`src/rtl/buff_pkg.sv`:
```
// buff_pkg: definitions shared by the buffer blocks.
//   OVWR_DROP / OVWR_OLDEST : encodings for the full-write handling mode.
//   ptr_inc                 : pointer increment that wraps at an arbitrary depth,
//                             so depths that are not powers of two work.
package buff_pkg;

    localparam int OVWR_DROP   = 0;
    localparam int OVWR_OLDEST = 1;

    function automatic int ptr_inc(input int ptr, input int depth);
        return (ptr >= depth - 1) ? 0 : ptr + 1;
    endfunction

endpackage

```
`src/rtl/fifo_mem.sv`:
```
// fifo_mem: simple dual-port storage for ring_fifo.
//   CLK, RST : clock; synchronous active-high reset (clears only the read register)
//   wr_en, wr_addr, wr_data : write port, data stored on the clock edge
//   rd_en, rd_addr          : read request; rd_data updates one cycle later
//   rd_data                 : registered read data, holds when rd_en is low
// The storage array itself is never reset.
module fifo_mem #(
    parameter int  DATAWIDTH = 8,
    parameter int  DEPTH     = 8,
    localparam int AW        = $clog2(DEPTH)
) (
    input  logic                 CLK,
    input  logic                 RST,
    input  logic                 wr_en,
    input  logic [AW-1:0]        wr_addr,
    input  logic [DATAWIDTH-1:0] wr_data,
    input  logic                 rd_en,
    input  logic [AW-1:0]        rd_addr,
    output logic [DATAWIDTH-1:0] rd_data
);

    logic [DATAWIDTH-1:0] mem [DEPTH];

    always_ff @(posedge CLK) begin
        if (wr_en) begin
            mem[wr_addr] <= wr_data;
        end
    end

    // Stage p1: registered read port. A read and a write to the same address in
    // one cycle return the old contents, which is what a full FIFO needs.
    always_ff @(posedge CLK) begin
        if (RST) begin
            rd_data <= '0;
        end else if (rd_en) begin
            rd_data <= mem[rd_addr];
        end
    end

endmodule

```
`src/rtl/ring_fifo.sv`:
```
// ring_fifo: synchronous ring-buffer FIFO with occupancy flags.
//   CLK, RST    : clock; synchronous active-high reset (wins over READ/WRITE)
//   WRITE/WRDATA: write request and data
//   READ        : read request; RDDATA/RDVALID follow one cycle later
//   ISFULL, ISEMPTY, ALMOSTFULL, ALMOSTEMPTY : decodes of COUNT
//   COUNT       : current occupancy
//   OVERFLOW    : pulse on a write that hit a full FIFO without a read
//   UNDERFLOW   : pulse on a read of an empty FIFO
module ring_fifo
    import buff_pkg::*;
#(
    parameter int DATAWIDTH = 8,
    parameter int DEPTH     = 8,
    parameter int PTRSIZE   = $clog2(DEPTH),
    parameter int AFULL_TH  = DEPTH - 2,
    parameter int AEMPTY_TH = 2,
    parameter int OVWR_MODE = OVWR_DROP
) (
    input  logic                 CLK,
    input  logic                 RST,
    input  logic                 WRITE,
    input  logic [DATAWIDTH-1:0] WRDATA,
    input  logic                 READ,
    output logic [DATAWIDTH-1:0] RDDATA,
    output logic                 RDVALID,
    output logic                 ISFULL,
    output logic                 ISEMPTY,
    output logic                 ALMOSTFULL,
    output logic                 ALMOSTEMPTY,
    output logic [PTRSIZE:0]     COUNT,
    output logic                 OVERFLOW,
    output logic                 UNDERFLOW
);

    localparam logic [PTRSIZE:0] DEPTH_C  = (PTRSIZE + 1)'(DEPTH);
    localparam logic [PTRSIZE:0] AFULL_C  = (PTRSIZE + 1)'(AFULL_TH);
    localparam logic [PTRSIZE:0] AEMPTY_C = (PTRSIZE + 1)'(AEMPTY_TH);
    localparam logic [PTRSIZE:0] CNT_ONE  = (PTRSIZE + 1)'(1);
    localparam logic             OVWR_EN  = (OVWR_MODE == OVWR_OLDEST);

    logic [PTRSIZE-1:0] wr_ptr, rd_ptr;
    logic [PTRSIZE-1:0] wr_ptr_nxt, rd_ptr_nxt;
    logic [PTRSIZE:0]   count;

    logic full_p0, empty_p0;
    logic rd_ok_p0, wr_ok_p0, ovwr_p0, drop_p0;

    // Stage p0: accept decisions from the registered count and this cycle's requests.
    always_comb begin
        full_p0    = (count == DEPTH_C);
        empty_p0   = (count == '0);
        rd_ok_p0   = READ && !empty_p0;
        // A full FIFO still takes a write when a read frees a slot in the same cycle.
        wr_ok_p0   = WRITE && (!full_p0 || rd_ok_p0 || OVWR_EN);
        ovwr_p0    = WRITE && full_p0 && !READ && OVWR_EN;
        drop_p0    = WRITE && full_p0 && !READ && !OVWR_EN;
        wr_ptr_nxt = PTRSIZE'(ptr_inc(int'(wr_ptr), DEPTH));
        rd_ptr_nxt = PTRSIZE'(ptr_inc(int'(rd_ptr), DEPTH));
    end

    // Stage p1: pointer, count and pulse registers.
    always_ff @(posedge CLK) begin
        if (RST) begin
            wr_ptr    <= '0;
            rd_ptr    <= '0;
            count     <= '0;
            RDVALID   <= 1'b0;
            OVERFLOW  <= 1'b0;
            UNDERFLOW <= 1'b0;
        end else begin
            if (wr_ok_p0) begin
                wr_ptr <= wr_ptr_nxt;
            end
            // Overwriting the oldest entry also retires it, so the read side moves too.
            if (rd_ok_p0 || ovwr_p0) begin
                rd_ptr <= rd_ptr_nxt;
            end
            case ({wr_ok_p0 && !ovwr_p0, rd_ok_p0})
                2'b10:   count <= count + CNT_ONE;
                2'b01:   count <= count - CNT_ONE;
                default: count <= count;
            endcase
            RDVALID   <= rd_ok_p0;
            OVERFLOW  <= ovwr_p0 || drop_p0;
            UNDERFLOW <= READ && empty_p0;
        end
    end

    fifo_mem #(
        .DATAWIDTH(DATAWIDTH),
        .DEPTH    (DEPTH)
    ) u_mem (
        .CLK    (CLK),
        .RST    (RST),
        .wr_en  (wr_ok_p0 && !RST),
        .wr_addr(wr_ptr),
        .wr_data(WRDATA),
        .rd_en  (rd_ok_p0 && !RST),
        .rd_addr(rd_ptr),
        .rd_data(RDDATA)
    );

    assign COUNT       = count;
    assign ISFULL      = (count == DEPTH_C);
    assign ISEMPTY     = (count == '0);
    assign ALMOSTFULL  = (count >= AFULL_C);
    assign ALMOSTEMPTY = (count <= AEMPTY_C);

endmodule

```
`config.mk`:
```
export PLATFORM = sky130hd
export DESIGN_NAME = ring_fifo
export DESIGN_NICKNAME = d
export VERILOG_FILES = /design/src/rtl/buff_pkg.sv /design/src/rtl/fifo_mem.sv /design/src/rtl/ring_fifo.sv
export SDC_FILE = /design/constraint.sdc
export NUM_CORES = 1
export LEC_CHECK = 0
export CORE_MARGIN = 5
export CORE_UTILIZATION = 57
export DETAILED_ROUTE_END_ITERATION = 12
export GPL_ROUTABILITY_DRIVEN = 0
export PLACE_DENSITY = 0.79
export SLEW_MARGIN = 20
export SYNTH_ARGS = -nofsm -noshare
export SYNTH_HDL_FRONTEND = slang
export SYNTH_HIERARCHICAL = 1
export SYNTH_SLANG_ARGS = --single-unit
```
`constraint.sdc`:
```
create_clock -name CLK -period 2.6 [get_ports CLK]
set_input_delay 0.52 -clock CLK [delete_from_list [all_inputs] [get_ports CLK]]
set_output_delay 0.52 -clock CLK [all_outputs]
set_load 0.02 [all_outputs]
```
Yosys cells after proc, flatten, opt, wreduce, memory -nomap -nowiden
Memory sizes are Yosys's and may differ from the RTL's. A register that Yosys moved wholly into a read port is not among the register bits.
Cells that the tools add are included.
Widths: inputs -> output; s select.
{"block": "totals", "reg_bits": 13, "mem_bits_rw": 64, "in_bits": 12, "output_inout_bits": 19, "word_cells": 37, "n_memories": 1}
{"name": "u_mem.mem", "words": 8, "width": 8, "read_ports": 1, "rd_clocked_by_memory_dff": 1, "write_ports": 1, "line_no": "fifo_mem.sv:22", "text": "logic [DATAWIDTH-1:0] mem [DEPTH];"}
{"block": "classes", "n_addsub": 4, "n_lt_le_gt_ge": 4, "eq_ne": 3, "muxes": 5, "reduce_logical": 14}
{"operator": "$pmux 4 s2", "count": 1}
{"operator": "$logic_and 1x1->1", "count": 7}
{"operator": "$add 3x1->3 const B", "count": 2}
{"operator": "$ge 3x3->1 const B", "count": 2}
{"operator": "$mux 3", "count": 2}
{"operator": "$add 4x1->4 const B", "count": 1}
{"operator": "$eq 4x4->1 const B", "count": 1}
{"operator": "$ge 4x3->1 const B", "count": 1}
{"operator": "$le 4x2->1 const B", "count": 1}
{"operator": "$logic_not 1->1", "count": 4}
{"operator": "$logic_not 4->1", "count": 1}
{"operator": "$sub 4x1->4 const B", "count": 1}
{"operator": "$eq 2x1->1 const B", "count": 1}
{"operator": "$eq 2x2->1 const B", "count": 1}
{"operator": "$mux 1", "count": 2}
{"operator": "$reduce_bool 2->1", "count": 1}
{"operator": "$logic_or 1x1->1", "count": 1}

Depth between registers and ports, before layout
{"block": "logic_depth", "depth_word": 8, "depth_mapped": 9, "mapped_depth_nobuf": 8}

Hierarchy
Netlist, hierarchy kept.
{"mod": "fifo_mem", "instances": 1, "cells_each": 162, "area_each_um2": 2812.7, "seq_area_each_um2": 2082.0}
{"mod": "ring_fifo", "instances": 1, "cells_each": 87, "area_each_um2": 744.5, "seq_area_each_um2": 260.2}

Worst setup path before layout
No wires, ideal clock.
{"block": "synth_timing", "path_kind": "in2reg", "startpoint": "input port READ", "endpoint": "memory u_mem.mem[0][0] (enable)", "setup_ps": 383, "t_arrival_ps": 1754, "required_time_ps": 2217, "path_slack_ps": 463, "cell_stages": 5, "n_path_buf": 1, "path_cell_list": "clkbuf_1 > o21ai_2 > nor2_1 > nand2b_1 > nor3_1"}
{"block": "synth_between", "elab_chain_len": 6}
{"item": "from (decl)", "line_no": "ring_fifo.sv:23", "text": "input logic READ,"}
{"item": "$logic_and 1x1->1", "line_no": "ring_fifo.sv:52", "text": "rd_ok_p0 = READ && !empty_p0;"}
{"item": "$logic_or 1x1->1", "line_no": "ring_fifo.sv:54", "text": "wr_ok_p0 = WRITE && (!full_p0 || rd_ok_p0 || OVWR_EN);"}
{"item": "$logic_and 1x1->1", "line_no": "ring_fifo.sv:54"}
{"item": "$logic_and 1x1->1", "line_no": "ring_fifo.sv:95", "text": ".wr_en (wr_ok_p0 && !RST),"}
{"item": "$mux 1", "line_no": "fifo_mem.sv:25", "text": "if (wr_en) begin"}
{"item": "$mux 1 (implied by the code)", "line_no": "fifo_mem.sv:26", "text": "mem[wr_addr] <= wr_data;"}
{"item": "to (decl)", "line_no": "fifo_mem.sv:22"}
Every way passes these cells.

Worst setup path after layout
{"block": "layout_timing", "startpoint": "register count[3] (netlist: COUNT[3])", "endpoint": "output port ISEMPTY"}
{"block": "layout_between", "elab_chain_len": 1}
{"item": "from (decl)", "line_no": "ring_fifo.sv:43", "text": "logic [PTRSIZE:0] count;"}
{"item": "from (signal assigned)", "line_no": "ring_fifo.sv:79", "text": "2'b10: count <= count + CNT_ONE;"}
{"item": "from (signal assigned)", "line_no": "ring_fifo.sv:80", "text": "2'b01: count <= count - CNT_ONE;"}
{"item": "from (signal assigned)", "line_no": "ring_fifo.sv:81", "text": "default: count <= count;"}
{"item": "$logic_not 4->1", "line_no": "ring_fifo.sv:105", "text": "assign ISEMPTY = (count == '0);"}
{"item": "to (decl)", "line_no": "ring_fifo.sv:27", "text": "output logic ISEMPTY,"}
Every way passes these cells.

==> summary.txt <==
STA
  – Hold slack: 487.2 ps
  – Max-slew violation count: 0
  – # setup viols final: 0
  – Setup slack after layout: around 60 ps
  – Worst Tran Pin Value: around 800 ps
  – Final hold viol count: 0
  – Fmax: ~390 MHz
  – Relative slew slack: 0.4685
  – Min Tclk post-route: around 2500 ps
  – Clock Skews: roughly 17 ps
  – RSZ-0062 raised after global routing: no
  – Fin crit share: 0.9768
  – Post-route setup TNS: 0 ps

Global route
  – First-pass GRT wire length: about 11 mm
  – Vias in the first global route: between 2000 and 2500
  – Largest net degree at the start of global routing: 26
  – Initial antenna violation count: 0
  – GR Overflow Total: 0
  – Global-route usage over all layers: 0.1903

Finish
  – # nets final: 311
  – Area Overhead vs Synth: 18.50%
  – Layout cells sized above 1: 0.2007
  – Fin area: roughly 4200 sq um
  – Ant. Diodes: 0

Floorplanning
  – # rows: 28
  – Die ar.: about 7900 sq um
  – Core region area: 5991 sq um
  – Initial Util: 0.5938
  – Die Span Y: 89.00 microns
  – Die X: 89.00 microns
  – Ports: 31

Pwr
  – Pwr Total: approximately 3600 uW
  – Max rail drop VDD: approximately 0.00062 V
  – P_leak: about 0.0014 uW
  – PD cells: approximately 860 nW/um^2

Min path
  – WHS Path Cells: 2
  – Hold/Removal Path Class: flip-flop to flip-flop

Clocking
  – Clk buf depth: 2
  – # clock sinks: 85
  – Clock transition at path regs: 90 ps
  – CTS tree: done
  – Hold buffers post-CTS: 0
  – Clk_lat worst skew: roughly 360 ps
  – CTS H-tree depth: 3
  – # Post-CTS Setup Buffers: 0
  – TritonCTS buffer count: 9
  – Clock root buffer: clkbuf_8

Placed design
  – Placed cell area: roughly 4000 sq um
  – Post-DP HPWL: approximately 4.5 mm
  – Pre-CTS WS: roughly 210 ps
  – PortBufs: 30

Critical path
  – Crit path DAT: around 2000 ps
  – Worst endpoint required time: 2080 ps
  – Worst setup EP type: primary output
  – Maximum fanout along the worst path: 8
  – Reg2reg path depth: 8
  – Critical path type: flip-flop to primary output
  – Worst setup SP type: flip-flop

Synthesis
  – FF+latch count, synth: 85
  – Syn_area_per_cell: around 14 sq um
  – Post-synthesis cell area: 3557 sq um
  – Library cells used by synthesis: a little over 40
  – Cell count after synthesis: 249
  – Synth Warn #: 6
  – Syn nets: about 270
  – Sequential area share after synthesis: 0.6585

Route
  – DRT iter0 DRCs: about 120
  – Drt pass-1 iters: 6
  – Final wirelength: a little under 7 mm
  – DRC: 0
  – Routed WL per cell: around 18 microns
  – Vias/cell: between 5 and 6
  – DR vias: 2189
  – Post-route ant nets: 0

Run
  – Max-cap violations: 0

Status
  – Status: completed
-- placed cells by master, fill, tap and decap left out, types with 2 or more instances in the layout --
cell and count:
inv_1 2, edfxtp_1 64, nand2_1 13, o221ai_1 2
ha_1 5, clkdlybuf4s50_1 29, a211oi_1 7, mux2_2 16
nor2_1 23, xnor2_1 4, buf_4 21, nor3_1 3
mux2i_1 17, nor3b_1 2, nor4b_1 2, clkbuf_8 9
dfxtp_1 20, o22ai_1 7, or4b_1 2, inv_6 2
nor2b_1 2, a211oi_2 3, or3_1 2, nand3_1 2
a221o_1 7, nand2b_1 6, bufinv_16 2, a21oi_1 7
-- cell type report --
type                       count  area, sq um
sequential                    85         2344
fill                         412         1775
multi-input combinational    144         1080
timing repair buffer          51        456.7
clock buffer                   9        123.9
clock inverter                 7        105.1
tap                           75        93.84
inverter                       3        12.51
-- where the power goes --
group          total (uW)  switching [uW]  leakage (uW)  internal [uW]
logic                 941             479      0.000584            462
registers            1640             105      0.000750           1540
clock network        1050             491      0.000112            556
-- final timing paths --
check / from / to / slack, ps
setup reg to reg: COUNT[3] / COUNT[2] / 440
hold reg to reg: u_mem/rd_data[1] / u_mem/rd_data[1] / 490
setup / recovery: COUNT[3] / ISEMPTY / 60
hold / removal: u_mem/rd_data[1] / u_mem/rd_data[1] / 490
-- stage by stage --
step | utilization | std cells
floorplan | - | 249
global placement | 0.6654 | 358
detailed placement | 0.6654 | 358
CTS | 0.7034 | 374
global route | 0.7036 | 374
finish | 0.7036 | 374
-- logic make-up (layout without fill, tap and decap cells) --
group                      after synthesis  after routing  synth area share
xor gates and xnor gates                 4              4          0.009848
adders and majority gates                5              5           0.01759
AOI/OAI and AO/OA                       40             40           0.08794
and+or+nand+nor                         62             62           0.08970
buffers and inverters                   20             70           0.03799
muxes                                   33             33           0.09849
DFF                                     85             85            0.6585
-- cells in the mapped netlist --
cell      instances  area [sq um]
a21o_1            1         7.510
o221ai_1          2         17.52
a311oi_1          1         8.760
or4_4             1         11.26
mux2_2           16         180.2
a21oi_1           7         35.03
nor2_1           23         86.33
or3_1             2         12.51
dfxtp_1          21         420.4
nor3b_1           2         15.01
nand4b_1          1         8.760
o22ai_1           7         43.79
and3_1            1         6.260
nor4b_1           2         17.52
nand3_1           2         10.01
o21ai_2           1         8.760
nor4_1            1         6.260
nor2b_1           2         12.51
a22oi_1           1         7.510
buf_1             4         15.01
a221o_1           7         70.07
or4bb_1           1         11.26
o311a_1           1         10.01
nand2_1          13         48.80
or4b_1            2         20.02
buf_2             3         15.01
nor3_1            3         15.01
inv_1             2         7.510
ha_1              5         62.56
clkbuf_1          5         18.77
edfxtp_1         64          1922
xnor2_1           4         35.03
nand2b_1          6         37.54
mux2i_1          17         170.2
a211oi_1          7         52.55
a211oi_2          3         37.54
o311ai_0          1         8.760
o21ai_0           1         5.000
buf_12            2         40.04
buf_6             3         33.78
clkinv_2          1         5.000
-- routing by layer --
| layer | global-route usage | share of wire | vias to the layer above |
|---|---|---|---|
| li1 | - | - | 1045 |
| met1 | 0.2529 | 0.44 | 1069 |
| met2 | 0.2969 | 0.49 | 60 |
| met3 | 0.04424 | 0.047 | 15 |
| met4 | 0.09202 | 0.022 | 0 |
| met5 | 0 | 0 | - |
-- registers in the layout (all words and copies together) (netlist names) --
name	count
COUNT	4
OVERFLOW	1
RDVALID	1
UNDERFLOW	1
rd_ptr	3
u_mem/mem	64
u_mem/rd_data	8
wr_ptr	3
-- critical path: stages, from the launching register on --
cell and delay (ps):
dfxtp_1 400, or4_4 590, clkinv_2 80, clkdlybuf4s50_1 600
-- what timing repair did --
item                                    in CTS  in global routing
endpoints found under the setup margin       1                  1
resized for setup                            1                  1
pin swaps                                    0                  0
No activity file was read; power rests on OpenSTA's default activity.
